===== config.mk =====
export PLATFORM = sky130hd
export DESIGN_NAME = itcm_access_arbiter
export DESIGN_NICKNAME = d
export VERILOG_FILES = /design/src/rtl/itcm_access_arbiter_pkg.sv /design/src/rtl/itcm_access_arbiter.sv
export SDC_FILE = /design/constraint.sdc
export NUM_CORES = 1
export LEC_CHECK = 0
export CAP_MARGIN = 5
export CORE_AREA = 2 2 151 153
export CTS_CLUSTER_DIAMETER = 30
export DETAILED_ROUTE_END_ITERATION = 8
export DIE_AREA = 0 0 153 155
export PLACE_DENSITY = 0.55
export SLEW_MARGIN = 20
export SYNTH_ARGS = -nofsm -noshare
export SYNTH_HDL_FRONTEND = slang
export SYNTH_SLANG_ARGS = --single-unit

===== constraint.sdc =====
create_clock -name clk -period 3.2 [get_ports clk]
set_input_delay 0.8 -clock clk [delete_from_list [all_inputs] [get_ports clk]]
set_output_delay 0.8 -clock clk [all_outputs]
set_load 0.005 [all_outputs]

===== src/rtl/itcm_access_arbiter_pkg.sv =====
// rtl/itcm_access_arbiter_pkg.sv - shared ITCM width and response owner-tag encodings
package itcm_access_arbiter_pkg;

  localparam int ITCM_ADDR_WIDTH = 16;

  typedef enum logic [1:0] {
    OWNER_NONE = 2'd0,
    OWNER_IFU  = 2'd1,
    OWNER_LSU  = 2'd2,
    OWNER_DBG  = 2'd3
  } owner_e;

endpackage


===== src/rtl/itcm_access_arbiter.sv =====
// rtl/itcm_access_arbiter.sv - single-port ITCM arbiter (dbg > lsu > ifu) with IFU starvation guard
module itcm_access_arbiter
  import itcm_access_arbiter_pkg::*;
#(
  parameter int ADDR_WIDTH   = ITCM_ADDR_WIDTH,
  parameter int STARVE_LIMIT = 4
) (
  input  logic                  clk,
  input  logic                  rst,
  input  logic                  dbg_req_i,
  input  logic                  dbg_we_i,
  input  logic [3:0]            dbg_be_i,
  input  logic [31:0]           dbg_addr_i,
  input  logic [31:0]           dbg_wdata_i,
  output logic                  dbg_gnt_o,
  output logic                  dbg_rvalid_o,
  output logic [31:0]           dbg_rdata_o,
  input  logic                  lsu_req_i,
  input  logic                  lsu_we_i,
  input  logic [3:0]            lsu_be_i,
  input  logic [31:0]           lsu_addr_i,
  input  logic [31:0]           lsu_wdata_i,
  output logic                  lsu_gnt_o,
  output logic                  lsu_rvalid_o,
  output logic [31:0]           lsu_rdata_o,
  input  logic                  ifu_req_i,
  input  logic [31:0]           ifu_addr_i,
  output logic                  ifu_gnt_o,
  output logic                  ifu_rvalid_o,
  output logic [31:0]           ifu_rdata_o,
  output logic                  ram_cs_o,
  output logic                  ram_we_o,
  output logic [3:0]            ram_be_o,
  output logic [ADDR_WIDTH-3:0] ram_addr_o,
  output logic [31:0]           ram_wdata_o,
  input  logic [31:0]           ram_rdata_i,
  output logic [31:0]           ifu_stall_cnt_o
);

  localparam logic [3:0] LIMIT = 4'(STARVE_LIMIT);

  owner_e      win;
  owner_e      owner_q;
  logic [3:0]  starve_q, starve_d;
  logic [31:0] stall_q, stall_d;
  logic        ifu_stall;
  logic        unused_addr_bits;

  // Only [ADDR_WIDTH-1:2] of each address reaches the SRAM.
  assign unused_addr_bits = ^{dbg_addr_i, lsu_addr_i, ifu_addr_i};

  always_comb begin
    win = OWNER_NONE;
    if (rst)                                   win = OWNER_NONE;
    else if (dbg_req_i)                        win = OWNER_DBG;
    else if (ifu_req_i && starve_q == LIMIT)   win = OWNER_IFU;
    else if (lsu_req_i)                        win = OWNER_LSU;
    else if (ifu_req_i)                        win = OWNER_IFU;
  end

  assign dbg_gnt_o = (win == OWNER_DBG);
  assign lsu_gnt_o = (win == OWNER_LSU);
  assign ifu_gnt_o = (win == OWNER_IFU);
  assign ram_cs_o  = (win != OWNER_NONE);

  always_comb begin
    ram_we_o    = 1'b0;
    ram_be_o    = 4'h0;
    ram_addr_o  = '0;
    ram_wdata_o = 32'h0;
    case (win)
      OWNER_DBG: begin
        ram_we_o    = dbg_we_i;
        ram_be_o    = dbg_be_i;
        ram_addr_o  = dbg_addr_i[ADDR_WIDTH-1:2];
        ram_wdata_o = dbg_wdata_i;
      end
      OWNER_LSU: begin
        ram_we_o    = lsu_we_i;
        ram_be_o    = lsu_be_i;
        ram_addr_o  = lsu_addr_i[ADDR_WIDTH-1:2];
        ram_wdata_o = lsu_wdata_i;
      end
      OWNER_IFU: begin
        ram_be_o   = 4'hF;
        ram_addr_o = ifu_addr_i[ADDR_WIDTH-1:2];
      end
      default: ;
    endcase
  end

  assign ifu_stall = ifu_req_i && !ifu_gnt_o;

  always_comb begin
    starve_d = 4'd0;
    if (ifu_stall) starve_d = (starve_q < LIMIT) ? starve_q + 4'd1 : starve_q;
    stall_d = ifu_stall ? stall_q + 32'd1 : stall_q;
  end

  always_ff @(posedge clk) begin
    if (rst) begin
      owner_q  <= OWNER_NONE;
      starve_q <= 4'd0;
      stall_q  <= 32'd0;
    end else begin
      owner_q  <= win;
      starve_q <= starve_d;
      stall_q  <= stall_d;
    end
  end

  // Gating with rst drops the response of an access granted just before reset.
  assign dbg_rvalid_o = (owner_q == OWNER_DBG) && !rst;
  assign lsu_rvalid_o = (owner_q == OWNER_LSU) && !rst;
  assign ifu_rvalid_o = (owner_q == OWNER_IFU) && !rst;

  assign dbg_rdata_o     = ram_rdata_i;
  assign lsu_rdata_o     = ram_rdata_i;
  assign ifu_rdata_o     = ram_rdata_i;
  assign ifu_stall_cnt_o = stall_q;

endmodule


==> flow_summary.toml <==
[clocking]
clockBufferDepth = 2
clock_latency_ns = 0.28
cts_made_buffers = 5
clockRootBuffer = "clkbuf_16"
clkTransAtPathRegs_ns = 0.06
cts.sinks = 38
cts_tree = "done"
h-tree-depth = 2
ctsHoldBuffers = 0

[placement]
dp_cells = 816
numPortBuffers = 210
hpwl_mm = 10.80
postPlaceCellArea_um2 = 5219
gp_congestion = 0.7698
dp_slack_ns = -0.3954

[setup_path]
worst-endpoint-arrival_ns = 2.30
critPathMaxFanout = 14
rr_endpoint = "ifu_stall_cnt_o[29]"
start_kind = "input pin"
cp_data_required_time_ns = 2.40
crit_type = "in2out"
reg2reg_depth = 8
reg2reg_setup_slack_ns = 1.13
crit_start = "ifu_req_i"
crit_path_end = "ram_wdata_o[4]"
cp-end-kind = "output pin"
rr_startpoint = "starve_q[1]"

[synthesis]
synthArstFlopShare_pct = 0
yosys.area.top_type_share_pct = 23.38
yosys_most_used_dff = "dfxtp_1"
ys_seq_elements = 38
syn-mean-instance-area_um2 = 7.973
synthDistinctLibCells = 47
synth_warnings = 0
yosysSeqAreaShare_pct = 23.38
syn_inst = 408
synth_edf_count = 0
synth.net_count = 618
yosys-top-cells-area = "dfxtp_1 (23%), buf_4 (22%), a22o_1 (8.9%)"
yosysTopAreaCell = "dfxtp_1"
syn-cell-area_um2 = 3253

[sta]
fin_worst_skew_ns = 0.005833
tightest_slew_ns = 0.6932
rsz0062_at_grt = "false"
finalMaxSlewViolations = 0
setup-tns-final_ns = 0
fin_hold_ws_ns = 0.4753
min_period_ns = 3.102
hold_violations = 0
fmax_mhz = 322.3
worst_slack_ns = 0.09764
relSlewSlack_pct = 53.51
fin_crit_sh_pct = 96.95
setup_viol = 0

[layout]
nNetsFinal = 762
drive_above_1_share_pct = 14.10
fillCellCount = 2465
final_cell_count_no_fill = 838
final_common_cell = "clkdlybuf4s50_1"
postLayoutCoreUtil_pct = 25.04
final_cell_mix = "clkdlybuf4s50_1 (154), dfxtp_1 (37), buf_4 (36)"
stdcell_area_um2 = 5567
multiInputGateArea_um2 = 1670
layout.area.seq_um2 = 762.0
syn2layout_area_growth_pct = 71.12
diodes = 0

[routing]
wl_per_cell_um = 15.47
dr.pass1.iters = 4
drcViolationCount = 0
num_vias = 3366
drt-vias-per-instance = 4.017
drt_iter0_markers = 100
drt_wl_total_mm = 12.97
ant_nets = 0

[die]
initial_utilization_pct = 14.64
fp.dieArea_um2 = 23720
core_area_um2 = 22230
die_width_um = 153
pin_count = 393
row_count = 55
fp.dieH_um = 155

[power_and_ir_drop]
power_mw = 1.402
leakage_nw = 2.372
powerDensity_nw_per_um2 = 251.8
vdd.ir_drop.worst_v = 0.0001965

[global_routing]
overflow = 0
antenna_found_initial = 0
grtUsageTotal_pct = 10.48
grt_pass1_vias = 3450
grt_max_degree = 49
grt_pass1_wl_mm = 19.40

[worst_hold_path]
hold_class = "reg2reg"

[status]
status = "finished, final reports clean"

[job]
max-cap-violations = 0
==> state kept, by name (all words and copies together), names as in the netlist <==
register,flops
owner_q,2
starve_q,4
ifu_stall_cnt_o,32
==> routing by layer <==
layer	vias to the layer above	wire, um	global-route usage [%]
met2	168	6717	19.84
met4	0	201	2.116
met1	1529	5032	11.47
li1	1646	-	-
met3	23	1016	3.315
met5	-	0	0
==> final cells by class <==
| cell class | instances | area share [%] |
|---|---|---|
| repair buffers | 256 | 46.50 |
| multi-input cells | 240 | 30.01 |
| flip-flops and latches | 38 | 13.69 |
| well taps | 285 | 6.406 |
| clock buffers | 7 | 2.562 |
| inverters | 11 | 0.7417 |
| clock inverters | 1 | 0.08991 |
==> critical path, stage by stage <==
cell and delay, ns:
clkdlybuf4s15_2 0.22, inv_2 0.05, o21a_4 0.20, nor3b_4 0.15, buf_4 0.15, buf_12 0.14
buf_4 0.13, a22o_1 0.18, dlygate4sd2_1 0.28
==> cells in the mapped netlist, types with 14 or more instances <==
cell type / n
xor2_1: 15
and2_1: 14
nor2_1: 27
buf_4: 96
a21oi_1: 18
a31oi_1: 14
nand2_1: 15
a22o_1: 33
dfxtp_1: 38
o2bb2ai_1: 14
clkbuf_1: 18
==> worst min path at each step <==
stage / startpoint / end / slack [ns] / depth (start not counted)
final: starve_q[3] / starve_q[3] / 0.48 / 2
after global routing: starve_q[3] / starve_q[3] / 0.53 / 2
after CTS: starve_q[3] / starve_q[3] / 0.47 / 2
after detailed placement: starve_q[3] / starve_q[3] / 0.47 / 2
after global placement: starve_q[3] / starve_q[3] / 0.47 / 2
after floorplan: starve_q[3] / starve_q[3] / 0.45 / 2
==> power by group <==
part / switching, mW / internal, mW
clock: 0.192 / 0.309
sequential: 0.00589 / 0.479
combinational: 0.144 / 0.272
total: 0.342 / 1.06
==> cell families after synthesis <==
family	Yosys count	share of synthesized area, %
xor+xnor	21	5.654
flops	38	23.38
simple gates	118	21.58
mux	1	0.3077
buf+inv	130	26.23
fa+ha+maj	3	1.154
compound gates	97	21.69
==> what timing repair did <==
action | CTS | global route
buffers inserted | 11 | 1
endpoints found under the setup margin | 55 | 16
pin swaps | 2 | 1
cloned | 2 | 0
resized for setup | 51 | 18
hold endpoints to repair | 0 | 0
No activity file was read; power rests on OpenSTA's default activity.
